## config.mk

```make
export PLATFORM = sky130hd
export DESIGN_NAME = fp_dot_acc
export DESIGN_NICKNAME = d
export VERILOG_FILES = /design/src/rtl/fp_dot_pkg.sv /design/src/rtl/DW_fp_mac.sv /design/src/rtl/fp_dot_acc.sv
export SDC_FILE = /design/constraint.sdc
export NUM_CORES = 2
export LEC_CHECK = 0
export ABC_AREA = 1
export BUFFER_PORTS_ARGS = -buffer_cell sky130_fd_sc_hd__buf_2
export CORE_ASPECT_RATIO = 2
export CORE_UTILIZATION = 58
export DETAILED_ROUTE_END_ITERATION = 6
export HOLD_SLACK_MARGIN = 0.12
export PLACE_DENSITY = 0.72
export SLEW_MARGIN = 30
export SYNTH_ARGS = -nofsm -noshare
export SYNTH_HDL_FRONTEND = slang
export SYNTH_HIERARCHICAL = 1
export SYNTH_SLANG_ARGS = --single-unit
```

## constraint.sdc

```tcl
create_clock -name inst_clk -period 19.14 [get_ports inst_clk]
set_input_delay 3.828 -clock inst_clk [delete_from_list [all_inputs] [get_ports inst_clk]]
set_output_delay 3.828 -clock inst_clk [all_outputs]
set_load 0.02 [all_outputs]
```

## src/rtl/fp_dot_pkg.sv

```systemverilog
// Shared types and constants for the floating-point dot-product accumulator.
package fp_dot_pkg;

  typedef enum logic [1:0] {
    IDLE = 2'd0,
    ACC  = 2'd1,
    DONE = 2'd2
  } state_t;

  localparam int ST_ZERO    = 0;
  localparam int ST_INF     = 1;
  localparam int ST_INVALID = 2;
  localparam int ST_TINY    = 3;
  localparam int ST_HUGE    = 4;
  localparam int ST_INEXACT = 5;

  localparam logic [2:0] RNE = 3'd0;
  localparam logic [2:0] RTZ = 3'd1;
  localparam logic [2:0] RUP = 3'd2;
  localparam logic [2:0] RDN = 3'd3;

endpackage

```

## src/rtl/DW_fp_mac.sv

```systemverilog
// Single-cycle fused multiply-add z = a*b + c with one final rounding.
// Denormal inputs/outputs flush to zero; NaN inputs are recognised only with ieee_compliance.
module DW_fp_mac
  import fp_dot_pkg::*;
#(
  parameter int sig_width       = 23,
  parameter int exp_width       = 8,
  parameter int ieee_compliance = 0
) (
  input  logic [sig_width+exp_width:0] a,
  input  logic [sig_width+exp_width:0] b,
  input  logic [sig_width+exp_width:0] c,
  input  logic [2:0]                   rnd,
  output logic [sig_width+exp_width:0] z,
  output logic [7:0]                   status
);

  localparam int PW   = 2 * sig_width + 2;
  localparam int G    = 3;
  localparam int N    = PW + G;
  localparam int BIAS = (1 << (exp_width - 1)) - 1;
  localparam int EMAX = (1 << exp_width) - 1;

  logic                 sa, sb, sc, sp;
  logic [exp_width-1:0] ea, eb, ec;
  logic [sig_width:0]   ma, mb, mc;
  logic                 a_zero, b_zero, c_zero, p_zero;
  logic                 a_nan, b_nan, c_nan, a_inf, b_inf, c_inf, p_inf;
  logic                 invalid;
  logic [PW-1:0]        pm;
  logic [N-1:0]         p_al, c_al;
  int                   ep, ecx;

  assign sa = a[sig_width+exp_width];
  assign sb = b[sig_width+exp_width];
  assign sc = c[sig_width+exp_width];
  assign sp = sa ^ sb;
  assign ea = a[sig_width +: exp_width];
  assign eb = b[sig_width +: exp_width];
  assign ec = c[sig_width +: exp_width];
  assign ma = {1'b1, a[sig_width-1:0]};
  assign mb = {1'b1, b[sig_width-1:0]};
  assign mc = {1'b1, c[sig_width-1:0]};

  assign a_zero = (ea == '0);
  assign b_zero = (eb == '0);
  assign c_zero = (ec == '0);
  assign p_zero = a_zero | b_zero;
  assign a_nan  = (&ea) && (ieee_compliance != 0) && (|a[sig_width-1:0]);
  assign b_nan  = (&eb) && (ieee_compliance != 0) && (|b[sig_width-1:0]);
  assign c_nan  = (&ec) && (ieee_compliance != 0) && (|c[sig_width-1:0]);
  assign a_inf  = (&ea) && !a_nan;
  assign b_inf  = (&eb) && !b_nan;
  assign c_inf  = (&ec) && !c_nan;
  assign p_inf  = a_inf | b_inf;
  assign invalid = a_nan | b_nan | c_nan | (a_inf & b_zero) | (b_inf & a_zero)
                 | (p_inf & c_inf & (sp != sc));

  // Product and addend share one fixed-point frame: 2*sig_width fraction bits plus guard bits.
  assign pm   = PW'(ma) * PW'(mb);
  assign p_al = {pm, {G{1'b0}}};
  assign c_al = {1'b0, mc, {sig_width{1'b0}}, {G{1'b0}}};
  assign ep   = int'(ea) + int'(eb) - BIAS;
  assign ecx  = int'(ec);

  function automatic logic [N-1:0] shr_sticky(input logic [N-1:0] x, input int s);
    logic [N-1:0] mask;
    mask = ~({N{1'b1}} << s);
    return (x >> s) | N'(|(x & mask));
  endfunction

  logic [N-1:0]         p_op, c_op;
  logic [N:0]           sum, norm;
  logic                 rs, rbit, stk, inc, to_inf;
  logic [sig_width-1:0] frac;
  logic [sig_width+1:0] mant;
  int                   d, base, sh, lead, lz, e_res;

  always_comb begin
    z      = '0;
    status = '0;
    p_op   = '0;
    c_op   = '0;
    sum    = '0;
    rs     = 1'b0;
    base   = 0;
    sh     = 0;
    lead   = 0;
    d      = ep - ecx;

    // Align the smaller-exponent operand; the shifted-out bits collapse into its lsb.
    if (c_zero || (!p_zero && d >= 0)) begin
      base = ep;
      sh   = c_zero ? 0 : ((d > N) ? N + 1 : d);
      p_op = p_zero ? '0 : p_al;
      c_op = c_zero ? '0 : shr_sticky(c_al, sh);
    end else begin
      base = ecx;
      sh   = (-d > N) ? N + 1 : -d;
      p_op = p_zero ? '0 : shr_sticky(p_al, sh);
      c_op = c_al;
    end

    if (sp == sc) begin
      sum = {1'b0, p_op} + {1'b0, c_op};
      rs  = sp;
    end else if (p_op >= c_op) begin
      sum = {1'b0, p_op - c_op};
      rs  = sp;
    end else begin
      sum = {1'b0, c_op - p_op};
      rs  = sc;
    end

    for (int i = 0; i <= N; i++) begin
      if (sum[i]) lead = i;
    end
    lz    = N - lead;
    norm  = sum << lz;
    e_res = base + 2 - lz;
    frac  = norm[N-1 -: sig_width];
    rbit  = norm[N-1-sig_width];
    stk   = |norm[N-2-sig_width:0];

    case (rnd)
      RNE:     inc = rbit & (stk | frac[0]);
      RTZ:     inc = 1'b0;
      RUP:     inc = !rs & (rbit | stk);
      RDN:     inc = rs & (rbit | stk);
      3'd4:    inc = rbit;
      3'd5:    inc = rbit | stk;
      default: inc = 1'b0;
    endcase
    to_inf = (rnd == RNE) || (rnd == 3'd4) || (rnd == 3'd5)
          || (rnd == RUP && !rs) || (rnd == RDN && rs);

    mant = {2'b01, frac} + (sig_width + 2)'(inc);
    if (mant[sig_width+1]) begin
      e_res = e_res + 1;
      frac  = '0;
    end else begin
      frac  = mant[sig_width-1:0];
    end

    if (invalid) begin
      z = {1'b0, {exp_width{1'b1}}, 1'b1, {(sig_width-1){1'b0}}};
      status[ST_INVALID] = 1'b1;
    end else if (p_inf || c_inf) begin
      z = {(p_inf ? sp : sc), {exp_width{1'b1}}, {sig_width{1'b0}}};
      status[ST_INF] = 1'b1;
    end else if (p_zero && c_zero) begin
      z = {((sp == sc) ? sp : (rnd == RDN)), {(exp_width+sig_width){1'b0}}};
      status[ST_ZERO] = 1'b1;
    end else if (p_zero) begin
      z = c;
    end else if (sum == '0) begin
      z = {(rnd == RDN), {(exp_width+sig_width){1'b0}}};
      status[ST_ZERO] = 1'b1;
    end else if (e_res >= EMAX) begin
      status[ST_HUGE]    = 1'b1;
      status[ST_INEXACT] = 1'b1;
      if (to_inf) begin
        z = {rs, {exp_width{1'b1}}, {sig_width{1'b0}}};
        status[ST_INF] = 1'b1;
      end else begin
        z = {rs, exp_width'(EMAX - 1), {sig_width{1'b1}}};
      end
    end else if (e_res <= 0) begin
      z = {rs, {(exp_width+sig_width){1'b0}}};
      status[ST_ZERO]    = 1'b1;
      status[ST_TINY]    = 1'b1;
      status[ST_INEXACT] = 1'b1;
    end else begin
      z = {rs, e_res[exp_width-1:0], frac};
      status[ST_INEXACT] = rbit | stk;
    end
  end

endmodule

```

## src/rtl/fp_dot_acc.sv

```systemverilog
// Streams (a, b) pairs through one FMA, accumulating acc <- a*b + acc for len beats,
// then holds the rounded sum and the OR-accumulated exception flags until taken.
module fp_dot_acc
  import fp_dot_pkg::*;
#(
  parameter int SIG_WIDTH       = 23,
  parameter int EXP_WIDTH       = 8,
  parameter int IEEE_COMPLIANCE = 0,
  parameter int LEN_WIDTH       = 8
) (
  input  logic                           inst_clk,
  input  logic                           inst_rst_n,
  input  logic [2:0]                     inst_rnd,
  input  logic                           start,
  input  logic [LEN_WIDTH-1:0]           len,
  input  logic                           in_valid,
  output logic                           in_ready,
  input  logic [SIG_WIDTH+EXP_WIDTH:0]   in_a,
  input  logic [SIG_WIDTH+EXP_WIDTH:0]   in_b,
  output logic                           out_valid,
  input  logic                           out_ready,
  output logic [SIG_WIDTH+EXP_WIDTH:0]   z,
  output logic [7:0]                     status,
  output logic                           busy,
  output state_t                         dbg_state
);

  localparam int W = SIG_WIDTH + EXP_WIDTH + 1;

  // Handshake: a pair moves when in_valid && in_ready (ACC only); a result moves when
  // out_valid && out_ready (DONE only). Both ready/valid outputs decode from state alone.
  state_t               state;
  logic [W-1:0]         acc;
  logic [LEN_WIDTH-1:0] cnt;
  logic [7:1]           sticky;
  logic                 last0;
  logic [2:0]           rnd_q;
  logic [W-1:0]         fma_z;
  logic [7:0]           fma_status;

  assign in_ready  = (state == ACC);
  assign out_valid = (state == DONE);
  assign busy      = (state != IDLE);
  assign dbg_state = state;

  DW_fp_mac #(
    .sig_width      (SIG_WIDTH),
    .exp_width      (EXP_WIDTH),
    .ieee_compliance(IEEE_COMPLIANCE)
  ) u_mac (
    .a     (in_a),
    .b     (in_b),
    .c     (acc),
    .rnd   (rnd_q),
    .z     (fma_z),
    .status(fma_status)
  );

  always_ff @(posedge inst_clk or negedge inst_rst_n) begin
    if (!inst_rst_n) begin
      state  <= IDLE;
      acc    <= '0;
      cnt    <= '0;
      sticky <= '0;
      last0  <= 1'b0;
      rnd_q  <= RNE;
      z      <= '0;
      status <= '0;
    end else begin
      case (state)
        IDLE: begin
          if (start) begin
            rnd_q <= inst_rnd;
            if (len != '0) begin
              acc    <= '0;
              sticky <= '0;
              last0  <= 1'b0;
              cnt    <= len;
              state  <= ACC;
            end else begin
              // An empty vector sums to +0, flagged as an exact zero.
              z      <= '0;
              status <= 8'h01;
              state  <= DONE;
            end
          end
        end
        ACC: begin
          if (in_valid && in_ready) begin
            acc    <= fma_z;
            sticky <= sticky | fma_status[7:1];
            last0  <= fma_status[0];
            cnt    <= cnt - 1'b1;
            if (cnt == LEN_WIDTH'(1)) begin
              z      <= fma_z;
              status <= {sticky | fma_status[7:1], fma_status[0]};
              state  <= DONE;
            end
          end
        end
        DONE: begin
          if (out_ready) state <= IDLE;
        end
        default: state <= IDLE;
      endcase
    end
  end

endmodule

```

==> results of run 1 <==
[cell families after synthesis]
kind of cell,count (synthesis),share of synthesized area
AND/OR/NAND/NOR,3817,0.326
buffers and inverters,2046,0.170
other,2,0.000150
XOR/XNOR,132,0.0236
multiplexers,5,0.00108
flip-flops,92,0.0461
AO/OA/AOI/OAI,1231,0.141
adder cells (fa/ha/maj),874,0.292
[routing by layer]
| metal | GRT overflow | global-route usage |
|---|---|---|
| met1 | 62 | 0.822 |
| met4 | 803 | 0.984 |
| met2 | 3084 | 1.15 |
| met5 | 7 | 0.348 |
| met3 | 48 | 0.684 |
[per-stage QoR]
step | area [sq um] | cells | TNS (ns) | utilization
after floorplan | 50000 | 8201 | 0 | -
after global placement | 65700 | 11000 | -199.04 | 0.773
after detailed placement | 65700 | 11000 | -204.02 | 0.773
after CTS | 70800 | 11200 | -56.07 | 0.833
[repair_timing]
action	4_1_cts
setup endpoints to repair	71
pin swaps	292
setup buffers	188
gates cloned	12
resized for setup	828
==> results.toml, run 1 <==
[cts]
cts_buffer_depth = 2
clkSinkCount = 92
root_buffer = "clkbuf_16"
h-tree-depth = 3
cts_hold_buffers = 0
cts_made_buffers = 9

[grt]
grtUsageTotal = 0.895
grt_overflow = 4004
grt_max_degree = 68
grt_pass1_vias = 86300
grt_pass1_wl_mm = 604

[placement]
pre_cts_ws_ns = -3.06
gp_congestion = 1.26
dpl.hpwl_mm = 218
io_buffers = 124

[floorplan]
initial_core_util = 0.588
die_h_um = 417
rows = 151
die_w_um = 210
boundaryPins = 125

[synth]
yosys_warnings = 6
synth_area_leaders = "fa_1 20%, nand2_1 16%, inv_1 12%"
yosys-top-cells-count = "2161 x nand2_1, 1637 x inv_1, 690 x nand3_1"
synth_top_area_cell = "fa_1"
syn_area_sq_mm = 0.0500
syn-mean-instance-area_sq_um = 6.10
ys_seq_elements = 92
ys_types = 88
synth_cells = 8199
synth_edf_count = 0
ys.flop_type = "dfrtp_1"
synth_top_area_share = 0.195
synthArstFlopShare = 1.00
synth.most_common_cell = "nand2_1"
yosysSeqAreaShare = 0.0461

[status]
status = "aborted with a tool error"
haltStage = "global routing (5_1_grt)"
error = "[ERROR GRT-0116] Global routing finished with congestion. Check the congestion regions in the DRC Viewer."
==> inputs of run 2 (changes only) <==
--- a/config.mk
+++ b/config.mk
@@ -7,11 +7,9 @@
 export LEC_CHECK = 0
 export ABC_AREA = 1
 export BUFFER_PORTS_ARGS = -buffer_cell sky130_fd_sc_hd__buf_2
-export CORE_ASPECT_RATIO = 2
-export CORE_UTILIZATION = 58
+export CORE_UTILIZATION = 40
 export DETAILED_ROUTE_END_ITERATION = 6
-export HOLD_SLACK_MARGIN = 0.12
-export PLACE_DENSITY = 0.72
+export PLACE_DENSITY_LB_ADDON = 0.15
 export SLEW_MARGIN = 30
 export SYNTH_ARGS = -nofsm -noshare
 export SYNTH_HDL_FRONTEND = slang
==> results.toml, run 2 <==
[status]
status = "finished with violations"
violations = "negative setup slack"

[routing]
drtAntennaViolNets = 0
drt-initial-drc-count = 5699
dr.pass1.iters = 6
drc = 0
post_drt_wl_per_cell_um = 19.1
vias = 61000
routed_wl_mm = 223
via_per_inst = 5.24

[setup_path]
crit_end = "z[1]$_DFFE_PN0P_"
critPathMostFrequentCell = "nand2_1"
critPathTopFamily = "simple AND/OR/NAND/NOR gates"
slowest_delay_ns = 0.58
rr_endpoint = "z[1]$_DFFE_PN0P_"
critPathKind = "input port to register"
crit_buf_inv = 26
required_ns = 19.42
startpoint_type = "input port"
critPathLaunch = "in_b[6]"
cp_data_arrival_time_ns = 20.90
reg2reg_depth = 112
worstPathMaxFanout = 21
rrSetupSlack_ns = 3.61
crit_slowest_cell = "fa_1"
end_kind = "register"
crit_cells = 114
r2r_start = "acc[23]$_DFFE_PN0P_"

[placement]
dp.cells = 11500
dpl.hpwl_mm = 189
io_buffers = 124
gp_congestion = 1.07

[grt]
grt_pass1_vias = 59700
grt_max_degree = 65
grtUsageTotal = 0.342
grt_pass1_wl_mm = 340
grt_overflow = 0
antenna_found_initial = 4

[sta]
fin_ws_ns = -1.48
slew_violations = 0
hold_violations = 0
max_freq_ghz = 0.0485
rsz0062_at_grt = "yes"
worst_slew_pin_slew_ns = 0.940
skew_ns = 0.0135
min_period_over_period = 1.08
slew_headroom = 0.371
finalCriticalPeriod_ns = 20.62
setup_viol = 71

[floorplan]
dieArea_sq_mm = 0.126
initial_core_util = 0.404
boundaryPins = 125
rows = 129
die_h_um = 355
die_w_um = 355
core-area_sq_mm = 0.124

[layout]
final_common_cell = "nand2_1"
reg_top3 = "acc (32), z (32)"
finalNonFillerCells = 11600
drive_above_1_share = 0.290
nets = 11000
layout_common_cells = "2036 x nand2_1, 1918 x buf_4, 1593 x inv_1, 639 x nand3_1, 524 x nor2_1"
syn_to_final_growth_pct = 40.5

[cts]
clk_latency_ns = 0.35
cts_made_buffers = 9
clk_pin_slew_worst_paths_ns = 0.07
root_buffer = "clkbuf_16"
cts_buffer_depth = 2
cts_hold_buffers = 0
h-tree-depth = 3
cts_tree = "done"
clkSinkCount = 92

[synth]
yosysSeqAreaShare = 0.0461
synthArstFlopShare = 1.00
synth_top_area_share = 0.195
ys.flop_type = "dfrtp_1"
synth_edf_count = 0
ys_types = 88
syn-mean-instance-area_sq_um = 6.10
synth_cells = 8199
synth_area_leaders = "fa_1 20%, nand2_1 16%, inv_1 12%"
yosys-top-cells-count = "2161 x nand2_1, 1637 x inv_1, 690 x nand3_1"
ys_seq_elements = 92
syn_area_sq_mm = 0.0500
synth.most_common_cell = "nand2_1"
synth_top_area_cell = "fa_1"
yosys_warnings = 6

[run]
drv_cap = 0

[worst_hold_path]
hold_path_class = "register to register"
run 2: cell counts after synthesis:
Identical to the previous run, type by type.
run 2: worst register-to-register path, delay by kind of cell (launching register included):
| family | cells | cell delay (ns) |
|---|---|---|
| adders and majority gates | 8 | 2.32 |
| buffers and inverters | 24 | 3.06 |
| DFF | 1 | 0.50 |
| and+or+nand+nor | 68 | 7.67 |
| xor gates and xnor gates | 1 | 0.24 |
| AOI/OAI and AO/OA | 11 | 1.65 |
run 2: cells by family (layout without fill, tap and decap cells):
logic type	count (synthesis)	after routing	synth area share
buffers and inverters	2046	3847	0.170
other	2	7	0.000150
AO/OA/AOI/OAI	1231	1231	0.141
flip-flops	92	92	0.0461
multiplexers	5	5	0.00108
AND/OR/NAND/NOR	3817	3820	0.326
XOR/XNOR	132	132	0.0236
adder cells (fa/ha/maj)	874	874	0.292
run 2: how the worst min path moves through the flow:
stage / endpoint / startpoint / depth (start not counted)
floorplan: sticky[1]$_DFFE_PN0P_ / sticky[1]$_DFFE_PN0P_ / 2
global placement: z[1]$_DFFE_PN0P_ / z[1]$_DFFE_PN0P_ / 2
detailed placement: status[4]$_DFFE_PN0P_ / status[4]$_DFFE_PN0P_ / 2
CTS: status[1]$_DFFE_PN0P_ / status[1]$_DFFE_PN0P_ / 2
global route: z[7]$_DFFE_PN0P_ / z[7]$_DFFE_PN0P_ / 2
finish: status[4]$_DFFE_PN0P_ / status[4]$_DFFE_PN0P_ / 2
run 2: final cells by class:
class | count | area (sq um)
fillers | 12400 | 53600
multi-input cells | 6066 | 41800
clock buffers | 9 | 225
clock inverters | 6 | 96.3
inverters | 1675 | 6320
diodes | 3 | 7.51
repair buffers | 2157 | 17400
flip-flops and latches | 92 | 2300
well taps | 1637 | 2050
run 2: metrics by stage:
stage | instance area (sq um) | worst slack (ns) | TNS, ns | utilization | hold slack [ns]
detailed placement | 65600 | -2.90 | -193.04 | 0.530 | 0.454
finish | 70200 | -1.48 | -93.62 | 0.567 | 0.467
global placement | 65600 | -3.16 | -210.16 | 0.530 | 0.452
global route | 70200 | -2.50 | -168.65 | 0.567 | 0.493
floorplan | 50000 | 0.000570 | 0 | - | 0.450
CTS | 66900 | -1.16 | -77.03 | 0.541 | 0.474
run 2: what timing repair did:
action | in CTS | in global routing
buffers inserted | 26 | 74
gates resized for setup | 201 | 619
endpoints found under the setup margin | 71 | 71
cloned | 3 | 12
pin swaps | 60 | 276
run 2: metal layers:
layer,track usage,part of all wire
met3,0.0458,0.077
met2,0.542,0.44
met1,0.480,0.44
met4,0.105,0.038
met5,0,0.00010
Power of run 2 is not shown: default switching activity piles up to over one toggle a cycle in this logic, so the estimate is an artifact.
